===== src/rtl/hps2fpga_rw_arbiter.sv =====
// AXI3 read/write arbiter onto a single-port memory; one burst owns the port at a time.
// Optional beat address range check enabled by defining HPS2FPGA_ARB_ADDR_CHECK_EN.
module hps2fpga_rw_arbiter #(
  parameter logic [29:0] ADDR_LIMIT = 30'h0001_0000
) (
  input  logic        clk,
  input  logic        rst_n,
  input  logic [11:0] awid,
  input  logic [29:0] awaddr,
  input  logic [3:0]  awlen,
  input  logic [2:0]  awsize,
  input  logic [1:0]  awburst,
  input  logic        awvalid,
  output logic        awready,
  input  logic [1:0]  awlock,
  input  logic [3:0]  awcache,
  input  logic [2:0]  awprot,
  input  logic [11:0] wid,
  input  logic [31:0] wdata,
  input  logic [3:0]  wstrb,
  input  logic        wlast,
  input  logic        wvalid,
  output logic        wready,
  output logic [11:0] bid,
  output logic [1:0]  bresp,
  output logic        bvalid,
  input  logic        bready,
  input  logic [11:0] arid,
  input  logic [29:0] araddr,
  input  logic [3:0]  arlen,
  input  logic [2:0]  arsize,
  input  logic [1:0]  arburst,
  input  logic        arvalid,
  output logic        arready,
  input  logic [1:0]  arlock,
  input  logic [3:0]  arcache,
  input  logic [2:0]  arprot,
  output logic [11:0] rid,
  output logic [31:0] rdata,
  output logic [1:0]  rresp,
  output logic        rlast,
  output logic        rvalid,
  input  logic        rready,
  output logic        mem_req,
  output logic        mem_we,
  output logic [29:0] mem_addr,
  output logic [31:0] mem_wdata,
  output logic [3:0]  mem_be,
  input  logic        mem_ready,
  input  logic        mem_rvalid,
  input  logic [31:0] mem_rdata
);

  typedef enum logic [2:0] {IDLE, WR_BEAT, WR_RESP, RD_REQ, RD_WAIT, RD_DATA} state_e;

  state_e      state_q, state_d;
  logic        last_rd_q, last_rd_d;
  logic [11:0] id_q, id_d;
  logic [29:0] addr_q, addr_d;
  logic [3:0]  len_q, len_d;
  logic [1:0]  burst_q, burst_d;
  logic [3:0]  cnt_q, cnt_d;
  logic        err_q, err_d;
  logic        dec_q, dec_d;
  logic        skip_q, skip_d;
  logic [31:0] rdata_q, rdata_d;

  logic        addr_bad;
  logic        unused_ok;

`ifdef HPS2FPGA_ARB_ADDR_CHECK_EN
  assign addr_bad  = (addr_q >= ADDR_LIMIT);
  assign unused_ok = ^{awlock, awcache, awprot, arlock, arcache, arprot, wid};
`else
  assign addr_bad  = 1'b0;
  assign unused_ok = ^{awlock, awcache, awprot, arlock, arcache, arprot, wid, ADDR_LIMIT};
`endif

  logic        grant_wr, grant_rd, last_beat, idle_ok;
  logic [29:0] next_addr;
  logic [1:0]  resp;

  // Contention goes to whichever channel did not win last time; reset leaves "read" as last.
  assign idle_ok   = rst_n && (state_q == IDLE);
  assign grant_wr  = idle_ok && awvalid && (!arvalid || last_rd_q);
  assign grant_rd  = idle_ok && arvalid && (!awvalid || !last_rd_q);
  assign last_beat = (cnt_q == len_q);
  assign next_addr = (burst_q == 2'b00) ? addr_q : addr_q + 30'd4;
  assign resp      = dec_q ? 2'b11 : (err_q ? 2'b10 : 2'b00);

  assign bid      = id_q;
  assign rid      = id_q;
  assign bresp    = resp;
  assign rresp    = resp;
  assign rdata    = rdata_q;
  assign mem_addr = addr_q;

  always_comb begin
    state_d   = state_q;
    last_rd_d = last_rd_q;
    id_d      = id_q;
    addr_d    = addr_q;
    len_d     = len_q;
    burst_d   = burst_q;
    cnt_d     = cnt_q;
    err_d     = err_q;
    dec_d     = dec_q;
    skip_d    = skip_q;
    rdata_d   = rdata_q;
    awready   = 1'b0;
    arready   = 1'b0;
    wready    = 1'b0;
    bvalid    = 1'b0;
    rvalid    = 1'b0;
    rlast     = 1'b0;
    mem_req   = 1'b0;
    mem_we    = 1'b0;
    mem_wdata = 32'h0;
    mem_be    = 4'h0;
    case (state_q)
      IDLE: begin
        awready = grant_wr;
        arready = grant_rd;
        if (grant_wr) begin
          id_d      = awid;
          addr_d    = awaddr;
          len_d     = awlen;
          burst_d   = awburst;
          cnt_d     = 4'd0;
          err_d     = (awsize > 3'd2);
          skip_d    = (awsize > 3'd2);
          dec_d     = 1'b0;
          last_rd_d = 1'b0;
          state_d   = WR_BEAT;
        end else if (grant_rd) begin
          id_d      = arid;
          addr_d    = araddr;
          len_d     = arlen;
          burst_d   = arburst;
          cnt_d     = 4'd0;
          err_d     = (arsize > 3'd2);
          skip_d    = (arsize > 3'd2);
          dec_d     = 1'b0;
          rdata_d   = 32'h0;
          last_rd_d = 1'b1;
          state_d   = (arsize > 3'd2) ? RD_DATA : RD_REQ;
        end
      end
      WR_BEAT: begin
        mem_we    = 1'b1;
        mem_wdata = wdata;
        mem_be    = wstrb;
        // Beats that must not reach memory are still drained so the burst terminates.
        if (!skip_q && !addr_bad) begin
          mem_req = wvalid;
          wready  = mem_ready;
        end else begin
          wready  = 1'b1;
        end
        if (wvalid && wready) begin
          if (addr_bad) dec_d = 1'b1;
          if (wlast != last_beat) err_d = 1'b1;
          addr_d = next_addr;
          cnt_d  = cnt_q + 4'd1;
          if (last_beat) state_d = WR_RESP;
        end
      end
      WR_RESP: begin
        bvalid = 1'b1;
        if (bready) state_d = IDLE;
      end
      RD_REQ: begin
        if (addr_bad) begin
          dec_d   = 1'b1;
          rdata_d = 32'h0;
          state_d = RD_DATA;
        end else begin
          mem_req = 1'b1;
          mem_be  = 4'hF;
          if (mem_ready) state_d = RD_WAIT;
        end
      end
      RD_WAIT: begin
        if (mem_rvalid) begin
          rdata_d = mem_rdata;
          state_d = RD_DATA;
        end
      end
      RD_DATA: begin
        rvalid = 1'b1;
        rlast  = last_beat;
        if (rready) begin
          cnt_d  = cnt_q + 4'd1;
          addr_d = next_addr;
          if (last_beat)   state_d = IDLE;
          else if (skip_q) state_d = RD_DATA;
          else             state_d = RD_REQ;
        end
      end
      default: state_d = IDLE;
    endcase
  end

  always_ff @(posedge clk or negedge rst_n) begin
    if (!rst_n) begin
      state_q   <= IDLE;
      last_rd_q <= 1'b1;
      id_q      <= 12'h0;
      addr_q    <= 30'h0;
      len_q     <= 4'h0;
      burst_q   <= 2'b00;
      cnt_q     <= 4'h0;
      err_q     <= 1'b0;
      dec_q     <= 1'b0;
      skip_q    <= 1'b0;
      rdata_q   <= 32'h0;
    end else begin
      state_q   <= state_d;
      last_rd_q <= last_rd_d;
      id_q      <= id_d;
      addr_q    <= addr_d;
      len_q     <= len_d;
      burst_q   <= burst_d;
      cnt_q     <= cnt_d;
      err_q     <= err_d;
      dec_q     <= dec_d;
      skip_q    <= skip_d;
      rdata_q   <= rdata_d;
    end
  end

endmodule


===== config.mk =====
export PLATFORM = sky130hd
export DESIGN_NAME = hps2fpga_rw_arbiter
export DESIGN_NICKNAME = d
export VERILOG_FILES = /design/src/rtl/hps2fpga_rw_arbiter.sv
export SDC_FILE = /design/constraint.sdc
export NUM_CORES = 1
export LEC_CHECK = 0
export ABC_AREA = 1
export CORE_ASPECT_RATIO = 0.9
export CORE_MARGIN = 1.5
export CORE_UTILIZATION = 35
export CTS_BUF_LIST = sky130_fd_sc_hd__clkbuf_8 sky130_fd_sc_hd__clkbuf_16
export CTS_CLUSTER_SIZE = 14
export DETAILED_ROUTE_END_ITERATION = 6
export HOLD_SLACK_MARGIN = 0.1
export PLACE_DENSITY = 0.75
export SLEW_MARGIN = 20
export SYNTH_ARGS = -nofsm -noshare
export SYNTH_HDL_FRONTEND = slang
export SYNTH_SLANG_ARGS = --single-unit

===== constraint.sdc =====
create_clock -name clk -period 1.6 [get_ports clk]
set_input_delay 0.32 -clock clk [delete_from_list [all_inputs] [get_ports clk]]
set_output_delay 0.32 -clock clk [all_outputs]
set_load 0.005 [all_outputs]

* Word level (Yosys, flattened, before mapping)
Cells that the tools add are included.
W data, S select, Z words.
** Storage, ports and cells
- Register bits :: 91
- Word-level logic and storage cells :: 111
** Operators by class
- $add $sub $neg :: 2
- Magnitude comparators :: 2
- Equal/unequal tests :: 17
- Multiplexer cells :: 57
- Reductions and logical operators :: 22
** Operators with widths (number)
- $mux W30 :: 5
- $mux W32 :: 4
- $pmux W30 S3 :: 1
- $pmux W32 S2 :: 1
- $mux W3 :: 11
- $add A30 B3 Y30 const B :: 1
- $mux W12 :: 2
- $mux W4 :: 6
- $mux W1 :: 18
- $ne A2 B2 Y1 const B :: 9
- $pmux W3 S6 :: 1
- $pmux W4 S3 :: 1
- $reduce_and A4 Y1 :: 3
- $mux W2 :: 4
- $pmux W4 S2 :: 1
- $reduce_and A7 Y1 :: 1
- $eq A3 B2 Y1 const B :: 2
- $eq A3 B3 Y1 const B :: 2
- $gt A3 B2 Y1 const B :: 2
- $logic_and A1 B1 Y1 :: 6
- $reduce_bool A2 Y1 :: 3
- $add A4 B1 Y4 const B :: 1
- $eq A4 B4 Y1 :: 1
- $pmux W1 S2 :: 2
- other kinds (9) :: 12

* Depth between registers and ports, before layout
- Depth after elaboration :: 7
- Gate-level depth with buffers :: 12
- Gate-level depth less buffers :: 12

* Worst setup path after synthesis
No wires, ideal clock.
- Kind :: reg2out
- Start point :: register state_q[1]
- End point :: output port mem_wdata[10]
- Data arrival time :: 1.445 ns
- Required time :: 1.280 ns
- Path slack :: -0.165 ns
- Stages on the path, launching flop included :: 7
- Path buffers :: 1
- Path through :: dfrtp_1 inv_2 nand2_4 nor2_1 clkinv_1 clkbuf_1 nor2_1
** Between the ends
- Cells in the longest elaborated chain, start to end :: 2
** Ends and longest elaborated chain
- start: declaration :: line 56 : state_e state_q, state_d;
- start signal: assignment :: line 218 : state_q <= state_d;
- $eq A3 B1 Y1 :: line 120 : case (state_q)
- $mux W32 :: line 120
- end: declaration :: line 47 : output logic [31:0] mem_wdata,
No other way between the ends.

* Final worst setup path
- Start point :: register state_q[1]
- End point :: register rdata_q[10] (netlist: rdata[10])
** Between the ends
- Cells in the longest elaborated chain, start to end :: 6
** Ends and longest elaborated chain
- $logic_not A3 Y1 :: line 84, 120
- $logic_and A1 B1 Y1 :: line 84 : assign idle_ok = rst_n && (state_q == IDLE);
- $logic_and A1 B1 Y1, on equally long branches (2 in a row) :: line 86, 85
- $ne A2 B2 Y1 (no line)
- $reduce_and A4 Y1 (no line)
- end signal: assignment :: line 228 : rdata_q <= rdata_d;
- end: declaration :: line 66 : logic [31:0] rdata_q, rdata_d;
Parallel ways exist; a longest one is shown, timed or not.
A chain may end at the register's enable or synchronous reset.

==> flow_metrics.tcl <==
set metrics [dict create \
    clk_latency_ps 370 \
    top_level_ports 344 \
    grt-ovfl-total 0 \
    clockBufferDepth 2 \
    worstPathRequired_ps 1860 \
    skew_ps 12.6 \
    ir_drop_v 0.000968 \
    wirelength_um 27300 \
    cts_sinks 90 \
    critPathArrivalTime_ps 2240 \
    ys_ff_latch 90 \
    period_minus_slack_ps 1980 \
    drv_cap 0 \
    grt_max_degree 55 \
    netlist_instances 931 \
    grt.total_usage_pct 26.8 \
    nets 1593 \
    crit_type "flop to flop" \
    tightest_slew_ps 767 \
    dieWidth_um 141 \
    io_buffers 311 \
    post-route-period-util_pct 124 \
    synth_top_flop_cell "dfrtp_1" \
    viasPerCell 4.91 \
    initial_utilization_pct 35.5 \
    dieArea_mm2 0.0178 \
    violations "negative setup slack" \
    avgRoutedWirePerCell_um 17.1 \
    synth.top_cell.area_share_pct 37.3 \
    cts-root-buf "clkbuf_16" \
    diodes 0 \
    mostFrequentLayoutCell "nand2_1" \
    num_rows 45 \
    fmax_mhz 504 \
    stdcell_count 1597 \
    postPlaceCellArea_mm2 0.00975 \
    gp_congestion 0.927 \
    synthesis.area_mm2 0.00596 \
    synth_edf_count 0 \
    via_count 7843 \
    outcome "complete, but fails checks" \
    worstSetupStartpointType "flop" \
    drc 0 \
    final_max_slew_viol_count 0 \
    synth-seq-area-share_pct 37.8 \
    die_h_um 127 \
    timing.slew.headroom_pct 48.9 \
    synth.avg_cell_area_um2 6.41 \
    grt_first_pass_wirelength_um 37900 \
    rsz0062_at_grt "true" \
    yosysWarnings 0 \
    antenna_found_initial 0 \
    cp_max_fo 12 \
    cts_buffers 9 \
    hp-class "primary input to asynchronous set/reset pin" \
    power_density_mw_per_mm2 1710 \
    htreeDepth 3 \
    cts_hold_buffers 0 \
    clk_pin_slew_ps 80 \
    area_growth_pct 107 \
    antenna_left 0 \
    cts_tree "done" \
    postLayoutCellArea_mm2 0.0123 \
    synth_cell_types 37 \
    setup_ws_ps -385 \
    drtPass1Iterations 5 \
    hold_violations 0 \
    drive_gt1_share_pct 30.9 \
    placed_cells 1483 \
    core_mm2 0.0168 \
    drtIter0Drc 436 \
    setup_viol 135 \
    synth_area_leaders "dfrtp_1 37%, nand2_1 17%, inv_1 9.1%" \
    yosysTopAreaCell "dfrtp_1" \
    setup.worst_path.end_class "flop" \
    hpwl_um 16000 \
    final_cell_mix "232 x nand2_1, 216 x clkdlybuf4s50_1, 140 x inv_1, 114 x buf_4, 92 x nor2_1" \
    grt_pass1_vias 7553 \
    leakage_uw 0.00632 \
    async_flop_share_pct 100 \
]
==> routing by layer <==
layer  vias up  wire (um)  GRT usage, %
met5         -          0             0
met4         0        951          9.38
met3        69       2170          8.46
met2       323      13800          47.2
met1      3694      10400          30.6
li1       3757          -             -
==> metrics by stage <==
stage	util (%)	hold slack [ps]	power (uW)	setup TNS (ps)	setup WS (ps)
after detailed placement	58.1	473	13700	-41280	-469
after global placement	58.1	468	13600	-40750	-497
after CTS	66.7	172	18600	-30970	-336
final	73.6	149	21100	-35910	-385
after floorplan	-	24.4	8630	-1890	-53.3
after global routing	73.6	207	22300	-44910	-453
==> state kept, by name, indices dropped and copies added, names as in the netlist <==
signal,count
skip_q,1
state_q,3
last_rd_q,1
cnt_q,4
bid,12
rdata,32
burst_q,2
mem_addr,30
len_q,4
err_q,1
==> what timing repair did <==
action,CTS,global route
endpoints found under the hold margin,0,0
gates cloned,14,10
endpoints found under the setup margin,166,170
pin swaps,42,41
setup buffers,58,27
resized for setup,370,233
==> power by group <==
| group | total [uW] | internal [uW] | switching (uW) | leakage (uW) |
|---|---|---|---|---|
| Sequential | 4100 | 3330 | 774 | 0.00115 |
| Clock | 2260 | 1120 | 1140 | 0.000151 |
| Combinational | 14700 | 7650 | 7060 | 0.00501 |
==> Yosys cell counts (4+ instances only) <==
cell      number
o211ai_1       4
nor2_1       142
inv_1        145
o21ai_0       74
buf_2         10
clkbuf_1      21
nand2_1      276
o21ai_1        7
buf_4         18
xor2_1         6
nand3_1       63
o31ai_1       19
inv_2          4
a21oi_1       20
dfrtp_1       89
==> final timing paths <==
path	cells after the start	slack (ps)	to	from
min in group clk	2	500	burst_q[0]	burst_q[0]
min	2	150	bid[5]	rst_n
max reg2reg	13	-380	rdata[10]	state_q[1]
min reg2reg	2	500	burst_q[0]	burst_q[0]
max	13	-380	rdata[10]	state_q[1]
max in group asynchronous	3	610	last_rd_q	rst_n
==> critical path: stages (launching register included) <==
cell and delay [ps]:
dfrtp_1 410, buf_6 140, nor2_4 90, nand2_4 70, nor2_4 120, buf_6 130
nand2_4 50, buf_6 120, a21boi_4 190, buf_6 120, buf_6 100, buf_12 110
buf_16 140, o21ai_1 70
==> cells by family (layout without fill, tap and decap cells) <==
| group | after synthesis | in the layout | synth area share (%) |
|---|---|---|---|
| and+or+nand+nor | 496 | 496 | 33.7 |
| buffers and inverters | 203 | 657 | 14.5 |
| AOI/OAI and AO/OA | 130 | 130 | 12.2 |
| DFF | 90 | 90 | 37.8 |
| xor gates and xnor gates | 9 | 9 | 1.32 |
| adders and majority gates | 2 | 2 | 0.419 |
| other | 1 | 2 | 0.0629 |
==> layout make-up <==
cell class              count  area, um^2
clock buffers               9         225
clock inverters             7        86.3
fillers                  1192        4430
inverters                 150         598
multi-input cells         639        3860
flip-flops and latches     90        2260
well taps                 211         264
repair buffers            490        5030
repair inverters            1        8.76
No activity file was read; power rests on OpenSTA's default activity.
